<file path="config.mk">
export PLATFORM = sky130hd
export DESIGN_NAME = cp0_exc_unit_flat
export DESIGN_NICKNAME = d
export VERILOG_FILES = /design/src/rtl/cp0_exc_unit_pkg.sv /design/src/rtl/cp0_exc_unit_if.sv /design/src/rtl/cp0_exc_unit.sv /design/src/flat_wrapper.sv
export SDC_FILE = /design/constraint.sdc
export NUM_CORES = 1
export LEC_CHECK = 0
export BUFFER_PORTS_ARGS = -buffer_cell sky130_fd_sc_hd__buf_4
export CORE_MARGIN = 4
export CORE_UTILIZATION = 40
export CTS_CLUSTER_SIZE = 28
export DETAILED_ROUTE_END_ITERATION = 8
export GPL_ROUTABILITY_DRIVEN = 0
export PLACE_DENSITY = 0.71
export SYNTH_ARGS = -nofsm -noshare
export SYNTH_HDL_FRONTEND = slang
export SYNTH_SLANG_ARGS = --single-unit
</file>
<file path="constraint.sdc">
create_clock -name clk -period 2.95 [get_ports clk]
set_input_delay 0.295 -clock clk [delete_from_list [all_inputs] [get_ports clk]]
set_output_delay 0.295 -clock clk [all_outputs]
set_load 0.01 [all_outputs]
</file>
<file path="src/rtl/cp0_exc_unit_pkg.sv">
// ============================================================================
// Module      : cp0_exc_unit_pkg
// Description : Shared CP0 constants for exception codes and register numbers.
// Revision    : 1.0 - initial release
// ============================================================================
`default_nettype none

package cp0_exc_unit_pkg;

    localparam logic [4:0] EXC_INT  = 5'd0;
    localparam logic [4:0] EXC_ADEL = 5'd4;
    localparam logic [4:0] EXC_ADES = 5'd5;
    localparam logic [4:0] EXC_RI   = 5'd10;
    localparam logic [4:0] EXC_OV   = 5'd12;

    localparam logic [4:0] CP0_SR    = 5'd12;
    localparam logic [4:0] CP0_CAUSE = 5'd13;
    localparam logic [4:0] CP0_EPC   = 5'd14;
    localparam logic [4:0] CP0_PRID  = 5'd15;

    // Interrupt mask/pending bits start at this position in SR and Cause
    localparam int IM_LSB = 10;

endpackage

`default_nettype wire

</file>
<file path="src/rtl/cp0_exc_unit_if.sv">
// ============================================================================
// Module      : cp0_exc_unit_if
// Description : M-stage to CP0 request/response bundle (mfc0/mtc0, traps, eret).
// Revision    : 1.0 - initial release
// ============================================================================
`default_nettype none

interface cp0_exc_unit_if #(
    parameter int HWINT_W = 6
);
    logic [4:0]         CP0Addr;
    logic               CP0WE;
    logic [31:0]        CP0In;
    logic [31:0]        VPC;
    logic               BDIn;
    logic [4:0]         ExcCodeIn;
    logic [HWINT_W-1:0] HWInt;
    logic               EXLClr;
    logic [31:0]        CP0Out;
    logic [31:0]        EPCOut;
    logic               Req;

    modport master (
        output CP0Addr, CP0WE, CP0In, VPC, BDIn, ExcCodeIn, HWInt, EXLClr,
        input  CP0Out, EPCOut, Req
    );

    modport slave (
        input  CP0Addr, CP0WE, CP0In, VPC, BDIn, ExcCodeIn, HWInt, EXLClr,
        output CP0Out, EPCOut, Req
    );
endinterface

`default_nettype wire

</file>
<file path="src/rtl/cp0_exc_unit.sv">
// ============================================================================
// Module      : cp0_exc_unit
// Description : CP0 exception/interrupt sink: trap decision, SR/Cause/EPC, mfc0/mtc0/eret.
// Revision    : 1.0 - initial release
// ============================================================================
`default_nettype none

module cp0_exc_unit
    import cp0_exc_unit_pkg::*;
#(
    parameter logic [31:0] PRID_VALUE = 32'h2023_0705,
    parameter int          HWINT_W    = 6
) (
    input  wire logic      clk,
    input  wire logic      reset,
    cp0_exc_unit_if.slave  bus
);

    logic [HWINT_W-1:0] sr_im_q;
    logic               sr_exl_q;
    logic               sr_ie_q;
    logic               cause_bd_q;
    logic [HWINT_W-1:0] cause_ip_q;
    logic [4:0]         cause_exc_q;
    logic [31:0]        epc_q;

    logic               w_int_req;
    logic               w_exc_req;
    logic               w_req;
    logic [4:0]         w_exc_code;
    logic [31:0]        epc_d;

    always_comb begin
        w_int_req  = (|(bus.HWInt & sr_im_q)) & sr_ie_q & ~sr_exl_q;
        w_exc_req  = (bus.ExcCodeIn != EXC_INT) & ~sr_exl_q;
        w_req      = (w_int_req | w_exc_req) & ~reset;
        // Asynchronous interrupts take precedence over the M-stage exception
        w_exc_code = w_int_req ? EXC_INT : bus.ExcCodeIn;
        epc_d      = bus.BDIn ? (bus.VPC - 32'd4) : bus.VPC;
    end

    always_ff @(posedge clk) begin
        if (reset) begin
            sr_im_q     <= '0;
            sr_exl_q    <= 1'b0;
            sr_ie_q     <= 1'b0;
            cause_bd_q  <= 1'b0;
            cause_ip_q  <= '0;
            cause_exc_q <= '0;
            epc_q       <= '0;
        end else begin
            cause_ip_q <= bus.HWInt;
            if (w_req) begin
                sr_exl_q    <= 1'b1;
                cause_bd_q  <= bus.BDIn;
                cause_exc_q <= w_exc_code;
                epc_q       <= epc_d;
            end else begin
                if (bus.CP0WE && (bus.CP0Addr == CP0_SR)) begin
                    sr_im_q  <= bus.CP0In[IM_LSB +: HWINT_W];
                    sr_exl_q <= bus.CP0In[1];
                    sr_ie_q  <= bus.CP0In[0];
                end
                if (bus.CP0WE && (bus.CP0Addr == CP0_EPC)) begin
                    epc_q <= bus.CP0In;
                end
                // eret overrides a simultaneous mtc0 for the EXL bit only
                if (bus.EXLClr) begin
                    sr_exl_q <= 1'b0;
                end
            end
        end
    end

    always_comb begin
        bus.CP0Out = '0;
        case (bus.CP0Addr)
            CP0_SR: begin
                bus.CP0Out[IM_LSB +: HWINT_W] = sr_im_q;
                bus.CP0Out[1]                 = sr_exl_q;
                bus.CP0Out[0]                 = sr_ie_q;
            end
            CP0_CAUSE: begin
                bus.CP0Out[31]                = cause_bd_q;
                bus.CP0Out[IM_LSB +: HWINT_W] = cause_ip_q;
                bus.CP0Out[6:2]               = cause_exc_q;
            end
            CP0_EPC:  bus.CP0Out = epc_q;
            CP0_PRID: bus.CP0Out = PRID_VALUE;
            default:  bus.CP0Out = '0;
        endcase
    end

    assign bus.EPCOut = epc_q;
    assign bus.Req    = w_req;

endmodule

`default_nettype wire

</file>
<file path="src/flat_wrapper.sv">
// flat-port wrapper written by rule: the top's interface ports become plain ports
module cp0_exc_unit_flat import cp0_exc_unit_pkg::*;
#(
    parameter logic [31:0] PRID_VALUE = 32'h2023_0705,
    parameter int          HWINT_W    = 6
)
  (clk, reset, bus_CP0Addr, bus_CP0WE, bus_CP0In, bus_VPC, bus_BDIn, bus_ExcCodeIn, bus_HWInt, bus_EXLClr, bus_CP0Out, bus_EPCOut, bus_Req);
  cp0_exc_unit_if #(.HWINT_W(HWINT_W)) bus_i ();
  input  wire logic clk;
  input  wire logic reset;
  input wire logic [$bits(bus_i.CP0Addr)-1:0] bus_CP0Addr;
  input wire logic [$bits(bus_i.CP0WE)-1:0] bus_CP0WE;
  input wire logic [$bits(bus_i.CP0In)-1:0] bus_CP0In;
  input wire logic [$bits(bus_i.VPC)-1:0] bus_VPC;
  input wire logic [$bits(bus_i.BDIn)-1:0] bus_BDIn;
  input wire logic [$bits(bus_i.ExcCodeIn)-1:0] bus_ExcCodeIn;
  input wire logic [$bits(bus_i.HWInt)-1:0] bus_HWInt;
  input wire logic [$bits(bus_i.EXLClr)-1:0] bus_EXLClr;
  output wire logic [$bits(bus_i.CP0Out)-1:0] bus_CP0Out;
  output wire logic [$bits(bus_i.EPCOut)-1:0] bus_EPCOut;
  output wire logic [$bits(bus_i.Req)-1:0] bus_Req;
  assign bus_i.CP0Addr = bus_CP0Addr;
  assign bus_i.CP0WE = bus_CP0WE;
  assign bus_i.CP0In = bus_CP0In;
  assign bus_i.VPC = bus_VPC;
  assign bus_i.BDIn = bus_BDIn;
  assign bus_i.ExcCodeIn = bus_ExcCodeIn;
  assign bus_i.HWInt = bus_HWInt;
  assign bus_i.EXLClr = bus_EXLClr;
  assign bus_CP0Out = bus_i.CP0Out;
  assign bus_EPCOut = bus_i.EPCOut;
  assign bus_Req = bus_i.Req;
  cp0_exc_unit #(.PRID_VALUE(PRID_VALUE), .HWINT_W(HWINT_W)) u_core (.clk(clk), .reset(reset), .bus(bus_i));
endmodule
</file>
==> impl_metrics.yaml <==
outcome:
  outcome: "finished clean"
synth:
  ys_warn_count: 0
  synth_area_um2: 3410
  netlist_top_cells_area: "dfxtp_1, and3_1, a2111oi_0"
  synth_top_family_by_area: "simple AND/OR/NAND/NOR gates"
  synth_seq_cells: 52
  muxShareOfSynthArea_pct: 4.11
  synth-adder-area-share_pct: 0.367
  synth_top_area_share_pct: 30.6
  synth-simple-area-share_pct: 30.1
  synthXorXnorAreaFrac_pct: 2.83
  avgSynthCellArea_um2: 7.89
  netlist_instances: 432
  synth_nets: 518
  synth_edf_count: 0
  synthArstFlopShare_pct: 0
  yosysTopAreaCell: "dfxtp_1"
  synth_seq_area_share_pct: 30.6
  synth_compound_area_share_pct: 26.1
  synthFlopType: "dfxtp_1"
  synth_cell_type_count: 46
global_routing:
  grt_max_degree: 47
  grt_usage_pct: 24.4
  grt_pass1_vias: 3931
  grt-ovfl-total: 0
  grt_pass1_wl_um: 19900
  antenna_found_initial: 0
power:
  p_int_w: 0.00116
  leakagePower_nw: 2.01
  ir_drop_v: 0.000216
  power_frac_comb_pct: 26.2
  clkPwrFrac_pct: 26.0
  p_per_area_nw_per_um2: 354
  power.share.sequential_pct: 47.8
  swShare_pct: 30.7
  p_sw_w: 0.000513
placement:
  io_buffers: 149
  dp_hpwl_um: 9390
  dp_cells: 660
  placed_area_um2: 4630
critical_path:
  critPathMaxFanout: 17
  crit_arrival_ps: 2140
  cp-start-kind: "flip-flop"
  reg2reg_from: "u_core.sr_im_q[2]"
  crit_type: "reg2out"
  rr_endpoint: "u_core.bus.EPCOut[10]"
  crit_path_end_kind: "output pin"
  startpoint: "u_core.sr_im_q[2]"
  reg2reg_slack_ps: 800
  required_ps: 2650
  reg2reg_depth: 5
min_path:
  holdPathStages: 2
  hold_path_class: "in2reg"
  hp-start: "bus_HWInt[2]"
  hold_end: "u_core.cause_ip_q[2]"
clocking:
  cts_resized: 0
  clockBufferDepth: 2
  cts_setup_buffers: 0
  root_buffer: "clkbuf_8"
  cts_hold_buf: 0
  clk_pin_slew_ps: 100
  numCtsBuffers: 5
  clkLatencyLatePin_ps: 300
  cts_tree: "yes"
  htree_num_levels: 2
  clock_sinks: 52
timing:
  hold_viol: 0
  max_slew_margin_pct: 45.2
  totalNegativeSetupSlack_ps: 0
  hold_ws_ps: 209
  worst_slew_pin_slew_ps: 822
  setup_viol: 0
  fin_crit_sh_pct: 82.6
  clock.fmax_ghz: 0.410
  fin_crit_ps: 2440
  rsz0062_at_grt: "false"
  slew_viol_final: 0
  finClkSkew_ps: 7.14
die:
  rows: 33
  initial_core_util_pct: 41.3
  die-area_um2: 10100
  coreArea_um2: 8260
  ioPinCount: 150
  die_y_um: 100
  chipWidth_um: 100
final_layout:
  final_common_cell: "buf_4"
  drive_gt1_share_pct: 32.5
  antenna_cells: 0
  final_cell_mix: "buf_4, dfxtp_1, and3_1"
  nNetsFinal: 648
  syn2layout_area_growth_pct: 38.7
  finalNonFillerCells: 668
  final_area_um2: 4730
  fillers: 794
drt:
  drt-total-wl_um: 12600
  drt-wirelength-per-cell_um: 18.8
  drt_iter0_markers: 210
  final_antenna_net_count: 0
  drcViolationCount: 0
  first_pass_iters: 5
  vias: 4091
  routed_via_density: 6.12
run:
  cap_violations: 0
## worst max-delay path: stages, from the launching register on
cell and delay [ps]:
dfxtp_1 360, a22oi_1 160, a311oi_4 790, nor2_1 210, nor2_1 170, buf_4 140
## sequential cells by signal, indices dropped and copies added (netlist names)
register and flops:
u_core.sr_exl_q 1, u_core.bus.EPCOut 32, u_core.sr_im_q 6, u_core.cause_exc_q 5
u_core.cause_ip_q 6, u_core.cause_bd_q 1, u_core.sr_ie_q 1
## Yosys cell counts (9+ instances only)
library cell / instances
mux2i_1: 14
and3_1: 42
a21oi_1: 16
inv_1: 9
o31ai_1: 10
nand2_1: 26
a211oi_1: 12
dfxtp_1: 52
a311oi_1: 20
nor2_1: 36
or4_1: 15
nand3_1: 18
a2111oi_0: 29
clkbuf_1: 38
## final cells by class
| cell class | instances | area, um^2 | area share (%) |
|---|---|---|---|
| Multi-Input combinational cell | 328 | 2180 | 46.2 |
| Timing Repair Buffer | 166 | 1250 | 26.4 |
| Sequential cell | 52 | 1040 | 22.0 |
| Tap cell | 105 | 131 | 2.78 |
| Clock buffer | 6 | 82.6 | 1.75 |
| Inverter | 9 | 33.8 | 0.715 |
| Clock inverter | 2 | 10.0 | 0.212 |
## power groups by stage
stage	combinational, W	sequential [W]	clock, W
floorplan	0.000185	0.000820	0
global placement	0.000427	0.000813	0
detailed placement	0.000435	0.000814	0
CTS	0.000436	0.000799	0.000439
global route	0.000477	0.000807	0.000466
finish	0.000438	0.000800	0.000435
## worst max-delay path by stage
stage / end / slack [ps] / cells past startpoint
floorplan: u_core.bus.EPCOut[22] / 510 / 7
global placement: u_core.bus.EPCOut[25] / 450 / 5
detailed placement: u_core.bus.EPCOut[25] / 390 / 5
CTS: bus_Req / 550 / 5
global route: bus_Req / 390 / 5
finish: bus_Req / 510 / 5
## metal layers
layer  part of all wire [%]  global-route usage, %  routed length [um]  up-vias
li1                       -                      -                   -     1942
met1                     43                   33.1                5410     1926
met2                     46                   39.0                5790      207
met3                    9.3                   5.56                1170       16
met4                    1.5                   6.53                 184        0
met5                      0                      0                   0        -
## metrics by stage
| stage | util [%] | total power, W | setup WS (ps) |
|---|---|---|---|
| 6_report | 57.2 | 0.00167 | 513 |
| 3_3_place_gp | 56.1 | 0.00124 | 447 |
| 5_1_grt | 57.2 | 0.00175 | 387 |
| 3_5_place_dp | 56.1 | 0.00125 | 395 |
| 4_1_cts | 57.2 | 0.00167 | 553 |
| 2_1_floorplan | - | 0.00100 | 515 |
## cells by family after synthesis
family / count (synthesis)
AOI/OAI and AO/OA: 116
xor gates and xnor gates: 11
and+or+nand+nor: 186
adders and majority gates: 1
muxes: 14
DFF: 52
buffers and inverters: 52
(Power assumes the default switching activity.)
